[src/rtl/fetch_pkg.sv]
// Shared types and constants for the instruction-fetch stage.
package fetch_pkg;

   localparam int unsigned XLEN_DEF = 32;
   localparam int unsigned PC_STEP  = 4;
   localparam logic [31:0] NOP      = 32'h0000_0000;

   // RUN: nothing in flight; WAIT: good request in flight; DROP: wrong-path request in flight
   typedef enum logic [1:0] {
      RUN  = 2'd0,
      WAIT = 2'd1,
      DROP = 2'd2
   } state_e;

endpackage

[src/rtl/fetch_unit_if.sv]
// Instruction-memory request/response bundle between fetch stage and memory.
interface fetch_unit_if
   import fetch_pkg::*;
#(
   parameter int unsigned XLEN = XLEN_DEF
) ();

   logic            req_valid;
   logic [XLEN-1:0] req_addr;
   logic            req_ready;
   logic            resp_valid;
   logic [XLEN-1:0] resp_data;

   modport master (
      output req_valid,
      output req_addr,
      input  req_ready,
      input  resp_valid,
      input  resp_data
   );

   modport slave (
      input  req_valid,
      input  req_addr,
      output req_ready,
      output resp_valid,
      output resp_data
   );

endinterface

[src/rtl/fetch_fifo.sv]
// Small prefetch FIFO kept compacted so the head is always entry 0 (a plain register).
// Unused entries are held at zero, so the head reads zero when empty.
module fetch_fifo
   import fetch_pkg::*;
#(
   parameter int unsigned WIDTH = 2 * XLEN_DEF,
   parameter int unsigned DEPTH = 2
) (
   input  logic                       clk,
   input  logic                       rst_n,
   input  logic                       flush,
   input  logic                       push,
   input  logic [WIDTH-1:0]           push_data,
   input  logic                       pop,
   output logic [WIDTH-1:0]           head,
   output logic                       empty,
   output logic                       full,
   output logic [$clog2(DEPTH+1)-1:0] count
);

   localparam int unsigned CNT_W = $clog2(DEPTH + 1);

   logic [DEPTH-1:0][WIDTH-1:0] ent_q, ent_d;
   logic [CNT_W-1:0]            cnt_q, cnt_d;
   logic                        do_pop, do_push;

   assign empty   = (cnt_q == '0);
   assign full    = (cnt_q == CNT_W'(DEPTH));
   assign do_pop  = pop & ~empty;
   // A pop in the same cycle frees the slot, so a full FIFO can still take a push
   assign do_push = push & (~full | do_pop);

   assign head  = ent_q[0];
   assign count = cnt_q;

   // Next entries: flush clears everything, otherwise shift on pop then append on push
   always_comb begin
      ent_d = ent_q;
      cnt_d = cnt_q;
      if (flush) begin
         ent_d = '0;
         cnt_d = '0;
      end else begin
         if (do_pop) begin
            for (int i = 0; i < DEPTH - 1; i++) begin
               ent_d[i] = ent_q[i+1];
            end
            ent_d[DEPTH-1] = '0;
            cnt_d          = cnt_d - CNT_W'(1);
         end
         if (do_push) begin
            for (int i = 0; i < DEPTH; i++) begin
               if (CNT_W'(i) == cnt_d) begin
                  ent_d[i] = push_data;
               end
            end
            cnt_d = cnt_d + CNT_W'(1);
         end
      end
   end

   // Entry and count registers
   always_ff @(posedge clk or negedge rst_n) begin
      if (!rst_n) begin
         ent_q <= '0;
         cnt_q <= '0;
      end else begin
         ent_q <= ent_d;
         cnt_q <= cnt_d;
      end
   end

endmodule

[src/rtl/fetch_unit.sv]
// Instruction-fetch stage: owns the PC, keeps at most one imem request in flight,
// buffers returned words with their PC+4 and discards wrong-path data on redirect.
module fetch_unit
   import fetch_pkg::*;
#(
   parameter int unsigned     XLEN       = XLEN_DEF,
   parameter logic [XLEN-1:0] RESET_PC   = '0,
   parameter int unsigned     FIFO_DEPTH = 2
) (
   input  logic            clk,
   input  logic            rst_n,
   fetch_unit_if.master    imem,
   input  logic            redirect_valid,
   input  logic [XLEN-1:0] redirect_pc,
   input  logic            stall,
   output logic            fd_valid,
   output logic [XLEN-1:0] fd_instruction,
   output logic [XLEN-1:0] fd_pc4
);

   localparam int unsigned CNT_W = $clog2(FIFO_DEPTH + 1);

   state_e            state_q, state_d;
   logic [XLEN-1:0]   pc_q, pc_d;
   logic [XLEN-1:0]   req_addr_q, req_addr_d;
   logic              issue, push, pop, space_ok, in_flight;
   logic              fifo_empty, fifo_full;
   logic [CNT_W-1:0]  fifo_count;
   logic [2*XLEN-1:0] fifo_head;
   logic              unused_redirect_bits;

   assign unused_redirect_bits = ^redirect_pc[1:0];

   assign fd_valid       = ~fifo_empty;
   assign fd_instruction = fifo_head[2*XLEN-1:XLEN];
   assign fd_pc4         = fifo_head[XLEN-1:0];
   assign pop            = fd_valid & ~stall;
   assign in_flight      = (state_q != RUN);

   // Credit check: entries held plus requests in flight must leave room for one more.
   // A pop this cycle returns a credit immediately.
   assign space_ok = pop | (~fifo_full &
                            ((32'(fifo_count) + 32'(in_flight)) < FIFO_DEPTH));

   // Held low during reset so nothing is requested before the first active edge
   assign imem.req_valid = issue & rst_n;
   assign imem.req_addr  = pc_q;

   // Next-state, PC update and issue/push decisions; redirect overrides everything
   always_comb begin
      state_d    = state_q;
      pc_d       = pc_q;
      req_addr_d = req_addr_q;
      issue      = 1'b0;
      push       = 1'b0;
      unique case (state_q)
         RUN: begin
            issue = space_ok & ~redirect_valid;
            if (issue && imem.req_ready) begin
               req_addr_d = pc_q;
               pc_d       = pc_q + XLEN'(PC_STEP);
               state_d    = WAIT;
            end
         end
         WAIT: begin
            if (imem.resp_valid) begin
               push    = 1'b1;
               state_d = RUN;
            end
         end
         DROP: begin
            if (imem.resp_valid) begin
               state_d = RUN;
            end
         end
         default: state_d = RUN;
      endcase
      if (redirect_valid) begin
         push = 1'b0;
         pc_d = {redirect_pc[XLEN-1:2], 2'b00};
         // An in-flight good request becomes wrong-path unless it lands right now
         if (state_q == WAIT && !imem.resp_valid) begin
            state_d = DROP;
         end
      end
   end

   // State, PC and in-flight address registers
   always_ff @(posedge clk or negedge rst_n) begin
      if (!rst_n) begin
         state_q    <= RUN;
         pc_q       <= RESET_PC;
         req_addr_q <= '0;
      end else begin
         state_q    <= state_d;
         pc_q       <= pc_d;
         req_addr_q <= req_addr_d;
      end
   end

   fetch_fifo #(
      .WIDTH (2 * XLEN),
      .DEPTH (FIFO_DEPTH)
   ) u_fifo (
      .clk       (clk),
      .rst_n     (rst_n),
      .flush     (redirect_valid),
      .push      (push),
      .push_data ({imem.resp_data, req_addr_q + XLEN'(PC_STEP)}),
      .pop       (pop),
      .head      (fifo_head),
      .empty     (fifo_empty),
      .full      (fifo_full),
      .count     (fifo_count)
   );

endmodule

[src/flat_wrapper.sv]
// flat-port wrapper written by rule: the top's interface ports become plain ports
module fetch_unit_flat import fetch_pkg::*;
#(
   parameter int unsigned     XLEN       = XLEN_DEF,
   parameter logic [XLEN-1:0] RESET_PC   = '0,
   parameter int unsigned     FIFO_DEPTH = 2
)
  (clk, rst_n, redirect_valid, redirect_pc, stall, fd_valid, fd_instruction, fd_pc4, imem_req_valid, imem_req_addr, imem_req_ready, imem_resp_valid, imem_resp_data);
  fetch_unit_if #(.XLEN(XLEN)) imem_i ();
  input  logic clk;
  input  logic rst_n;
  input  logic redirect_valid;
  input  logic [XLEN-1:0] redirect_pc;
  input  logic stall;
  output logic fd_valid;
  output logic [XLEN-1:0] fd_instruction;
  output logic [XLEN-1:0] fd_pc4;
  output wire logic [$bits(imem_i.req_valid)-1:0] imem_req_valid;
  output wire logic [$bits(imem_i.req_addr)-1:0] imem_req_addr;
  input wire logic [$bits(imem_i.req_ready)-1:0] imem_req_ready;
  input wire logic [$bits(imem_i.resp_valid)-1:0] imem_resp_valid;
  input wire logic [$bits(imem_i.resp_data)-1:0] imem_resp_data;
  assign imem_req_valid = imem_i.req_valid;
  assign imem_req_addr = imem_i.req_addr;
  assign imem_i.req_ready = imem_req_ready;
  assign imem_i.resp_valid = imem_resp_valid;
  assign imem_i.resp_data = imem_resp_data;
  fetch_unit #(.XLEN(XLEN), .RESET_PC(RESET_PC), .FIFO_DEPTH(FIFO_DEPTH)) u_core (.clk(clk), .rst_n(rst_n), .imem(imem_i), .redirect_valid(redirect_valid), .redirect_pc(redirect_pc), .stall(stall), .fd_valid(fd_valid), .fd_instruction(fd_instruction), .fd_pc4(fd_pc4));
endmodule
[config.mk]
export PLATFORM = sky130hd
export DESIGN_NAME = fetch_unit_flat
export DESIGN_NICKNAME = d
export VERILOG_FILES = /design/src/rtl/fetch_pkg.sv /design/src/rtl/fetch_unit_if.sv /design/src/rtl/fetch_fifo.sv /design/src/rtl/fetch_unit.sv /design/src/flat_wrapper.sv
export SDC_FILE = /design/constraint.sdc
export NUM_CORES = 1
export LEC_CHECK = 0
export ABC_AREA = 0
export BUFFER_PORTS_ARGS = -buffer_cell sky130_fd_sc_hd__buf_2
export CAP_MARGIN = 0
export CORE_MARGIN = 5
export CORE_UTILIZATION = 50
export DETAILED_ROUTE_END_ITERATION = 12
export PLACE_DENSITY = 0.72
export SYNTH_ARGS = -nofsm -noshare
export SYNTH_HDL_FRONTEND = slang
export SYNTH_SLANG_ARGS = --single-unit
[constraint.sdc]
create_clock -name clk -period 3.4 [get_ports clk]
set_input_delay 0.34 -clock clk [delete_from_list [all_inputs] [get_ports clk]]
set_output_delay 0.34 -clock clk [all_outputs]
set_load 0.05 [all_outputs]
==> results summary <==
In the routed design, unresolved DRC markers number 0. The wire length of the first global-routing pass came out at 38300 um. Synthesis inferred 192 register bits.

The count of final max-slew check failures came out at 0. The multi-input combinational cell area came out at 4040 sq um. The total wire length is 22900 um. The first routing iteration left 706 violations. The transition time at the pin with the least slew margin came out at 1.06 ns.

The area of the die came out at 22100 sq um. Once the floorplan was initialized, standard cells occupied 51.0% of the core. After clock tree synthesis, the clock-pin slew on the worst setup and hold paths is 0.07 ns. Summed over all layers, the global routing overflow is 0. The final worst setup slack is 0.527 ns. The critical path's slowest cell is sky130_fd_sc_hd__nor3_4. The synthesized-area fraction occupied by xor and xnor cells is 4.56%. The placer congestion estimate came out at 0.867. The worst setup skew after layout came out at 0.0109 ns.

Clock latency on the worst-skew pair, taken at its later pin, is 0.43 ns. The number of diodes added for antenna fixing came out at 0. The H-tree level count is 4.

Once the clock tree was built, the setup fixing pass inserted 0 buffers. The worst-case clock buffer depth came out at 2. Walking the worst path, the cells encountered are inv_1, ha_1, or2_2, nor2_1, a21oi_1, ha_1, inv_1, a2111oi_4, nor3_4, buf_12, a22o_1. The final standard cell utilization of the core came out at 57.3%. The setup slack at placement came out at 0.522 ns. The peak supply drop came out at 390 uV.

A synthesized cell averages 9.56 sq um. The fraction of the mapped netlist area in compound gates came out at 13.8%. Row generation in the floorplan step produced 50 rows.

Across the whole layout, storage elements account for 4800 sq um. The final layout net count came out at 1157. The number of gates given a new drive strength after cts came out at 0. The post-synthesis adder-cell area fraction is 1.17%. The area overhead of the layout relative to synthesis is 12.2%. The top-level port count is 168. The detailed-router iteration count before antenna repair is 7. The chip height is 149 um. The data required time at the worst endpoint came out at 3.77 ns. The final-layout worst hold slack is 0.109 ns. In this run the standard cell core region covers 18800 sq um.

The fraction of final layout cells sized beyond drive strength 1 is 23.6%. The clock sink count is 192. The number of hold violations in the final report came out at 0. The number of synthesized flops with an enable pin came out at 0.

TritonCTS built the clock tree. The count of buffers from port buffering is 163. The flow ran to the end, and the final reports show no timing, DRC or antenna violations. The leakage power summed over all cells came out at 4.99 nW.

Global routing used 21.3% of the available tracks. The tool flagged a number of max-cap violations equal to 0. Fill cells in the final layout number 1653. The warning count from the yosys run came out at 0. The number of global-route vias before repair came to 7416.

The detailed-route via count came out at 7322. The post-detailed-route via-to-cell ratio is 5.42. The pin count of the biggest net entering global routing came out at 146. The headroom to the max-slew limit is 29.1%. Counting the buffers created by CTS gives 17. For the finished layout, the period the worst path requires is 2.87 ns. Along the worst path, the maximum fanout reaches 34.

Of all flip-flops after synthesis, the portion carrying an async set or reset was 100%. On the worst path, the slowest cell contributes a delay of 0.77 ns. The type of element launching the critical path is a flop. The data arrival time of the critical path is 3.24 ns.

The post-detailed-route wirelength per cell came out at 16.9 um. The cell area power density came out at 735 nW/um^2. For this run, the leading register cell type out of synthesis is sky130_fd_sc_hd__dfrtp_1.

The area of the mapped netlist came out at 9610 sq um. Setup repair after global routing left no endpoint under its margin. The die extent in x came out at 149 um. The kind of capture point of the worst setup path is a flop. The sum of negative setup slack is 0 ns.

The netlist uses 53 different library cells. The detail route stage leaves a number of antenna-violating nets equal to 0. The maximum operating frequency is 348 MHz. The number of setup violations in the final report came out at 0. By startpoint and endpoint, the worst setup path is classified as flop to flop. After synthesis, the share of cell area in mux cells is 3.80%. The fraction of the cycle the final worst path needs came out at 84.5%.

The largest family of logic cells by synthesized area is simple AND/OR/NAND/NOR gates. The fraction of the yosys area taken by sequential cells came out at 50.0%. The number of antenna violations at the first check in global routing was 0.

Counting every instance in the synthesized netlist gives 1005. The post-DP HPWL came out at 15300 um. The tree is rooted in a sky130_fd_sc_hd__clkbuf_16. The tightest min-delay check is of the primary input to flop type. The simple-gate share of the synthesized area came out at 18.4%.
[layout make-up]
type / instances / share of cell area (%)
Clock buffer: 17 / 3.95
Clock inverter: 15 / 1.43
Inverter: 14 / 0.487
Multi-Input combinational cell: 675 / 37.5
Sequential cell: 192 / 44.6
Tap cell: 260 / 3.02
Timing Repair Buffer: 178 / 9.09
[kinds of logic after synthesis]
kind of cell / Yosys count
AND/OR/NAND/NOR: 389
AO/OA/AOI/OAI: 192
flip-flops: 192
buffers and inverters: 139
XOR/XNOR: 50
multiplexers: 33
adder cells (fa/ha/maj): 9
other: 1
[report_power, final]
part           internal (W)  switching [W]  total [W]
Clock               0.00103       0.000919    0.00195
Combinational      0.000850        0.00202    0.00287
Sequential          0.00270       0.000409    0.00311
[flip-flops by register name, summed over array words and instances (netlist names)]
register,count
u_core.req_addr_q,30
u_core.u_fifo.count,2
u_core.imem.req_addr,30
u_core.state_q,2
u_core.u_fifo.head,64
u_core.u_fifo.ent_q,64
[synthesized netlist by cell type, types with 3 or more instances]
| master | n | area, sq um |
|---|---|---|
| sky130_fd_sc_hd__and2_1 | 5 | 31.3 |
| sky130_fd_sc_hd__mux2_2 | 28 | 315 |
| sky130_fd_sc_hd__dfrtp_1 | 192 | 4800 |
| sky130_fd_sc_hd__xnor2_1 | 21 | 184 |
| sky130_fd_sc_hd__clkbuf_1 | 41 | 154 |
| sky130_fd_sc_hd__buf_2 | 18 | 90.1 |
| sky130_fd_sc_hd__and4_1 | 3 | 26.3 |
| sky130_fd_sc_hd__nor3_1 | 11 | 55.1 |
| sky130_fd_sc_hd__a22o_1 | 33 | 289 |
| sky130_fd_sc_hd__nand4_1 | 15 | 93.8 |
| sky130_fd_sc_hd__nand2_1 | 196 | 736 |
| sky130_fd_sc_hd__and3_1 | 7 | 43.8 |
| sky130_fd_sc_hd__inv_1 | 14 | 52.6 |
| sky130_fd_sc_hd__nor3_2 | 3 | 30.0 |
| sky130_fd_sc_hd__a211oi_1 | 3 | 22.5 |
| sky130_fd_sc_hd__nor4_2 | 4 | 50.1 |
| sky130_fd_sc_hd__buf_4 | 66 | 495 |
| sky130_fd_sc_hd__o211ai_1 | 5 | 37.5 |
| sky130_fd_sc_hd__nand3_1 | 37 | 185 |
| sky130_fd_sc_hd__nor4_1 | 4 | 25.0 |
| sky130_fd_sc_hd__mux2i_1 | 5 | 50.1 |
| sky130_fd_sc_hd__a311oi_1 | 39 | 342 |
| sky130_fd_sc_hd__xor2_1 | 29 | 254 |
| sky130_fd_sc_hd__nor2_1 | 90 | 338 |
| sky130_fd_sc_hd__ha_1 | 9 | 113 |
| sky130_fd_sc_hd__o21ai_0 | 66 | 330 |
| sky130_fd_sc_hd__a21oi_1 | 30 | 150 |
[layer usage]
| layer | global-route usage, % | share of wire, % |
|---|---|---|
| met1 | 32.0 | 49 |
| met2 | 31.2 | 44 |
| met3 | 4.54 | 5.0 |
| met4 | 6.33 | 1.5 |
| met5 | 0 | 0 |
[per-stage QoR]
step,total power [W],cell area [sq um],cells
after global routing,0.00842,10800,1351
after global placement,0.00596,10200,1318
after detailed placement,0.00603,10200,1318
after floorplan,0.00541,9620,1006
final,0.00793,10800,1351
after CTS,0.00799,10800,1351
[worst paths after layout]
path / from / endpoint / slack (ns) / depth (start not counted)
worst max register to register: u_core.u_fifo.count[1] / u_core.u_fifo.ent_q[118] / 0.53 / 11
max in group asynchronous: rst_n / u_core.u_fifo.head[21] / 1.87 / 3
min in group asynchronous: rst_n / u_core.imem.req_addr[19] / 0.42 / 2
worst max-delay path: u_core.u_fifo.count[1] / u_core.u_fifo.ent_q[118] / 0.53 / 11
worst min register to register: u_core.u_fifo.ent_q[95] / u_core.u_fifo.ent_q[95] / 0.48 / 2
worst min-delay path: redirect_pc[13] / u_core.imem.req_addr[13] / 0.11 / 3
[critical path, delay by kind of cell, from the launching register on]
| kind | cells | cell delay, ns |
|---|---|---|
| AO/OA/AOI/OAI | 3 | 0.29 |
| adder cells (fa/ha/maj) | 2 | 0.43 |
| buffers and inverters | 3 | 0.44 |
| flip-flops | 1 | 0.39 |
| AND/OR/NAND/NOR | 3 | 1.24 |
[placed cells by master (no fill, tap or decap), types with 3 or more instances in the layout]
cell type / count
sky130_fd_sc_hd__clkinvlp_4: 5
sky130_fd_sc_hd__mux2i_1: 5
sky130_fd_sc_hd__nand3_1: 37
sky130_fd_sc_hd__nor2_1: 89
sky130_fd_sc_hd__a211oi_1: 3
sky130_fd_sc_hd__clkinv_4: 4
sky130_fd_sc_hd__buf_12: 3
sky130_fd_sc_hd__nor4_1: 4
sky130_fd_sc_hd__dfrtp_1: 192
sky130_fd_sc_hd__xnor2_1: 21
sky130_fd_sc_hd__ha_1: 9
sky130_fd_sc_hd__buf_2: 161
sky130_fd_sc_hd__and4_1: 3
sky130_fd_sc_hd__clkbuf_16: 17
sky130_fd_sc_hd__nor4_2: 4
sky130_fd_sc_hd__inv_8: 3
sky130_fd_sc_hd__nand4_1: 15
sky130_fd_sc_hd__nor3_1: 11
sky130_fd_sc_hd__a311oi_1: 39
sky130_fd_sc_hd__and2_1: 5
sky130_fd_sc_hd__nand2_1: 195
sky130_fd_sc_hd__a22o_1: 33
sky130_fd_sc_hd__mux2_2: 28
sky130_fd_sc_hd__o211ai_1: 5
sky130_fd_sc_hd__buf_4: 12
sky130_fd_sc_hd__xor2_1: 29
sky130_fd_sc_hd__and3_1: 7
sky130_fd_sc_hd__a21oi_1: 30
sky130_fd_sc_hd__inv_1: 14
sky130_fd_sc_hd__o21ai_0: 66
[timing repair]
action	in CTS	in global routing
hold endpoints to repair	47	0
setup endpoints to repair	0	0
hold buffers	1	0
Note: power is estimated with default switching activity, not from simulation.
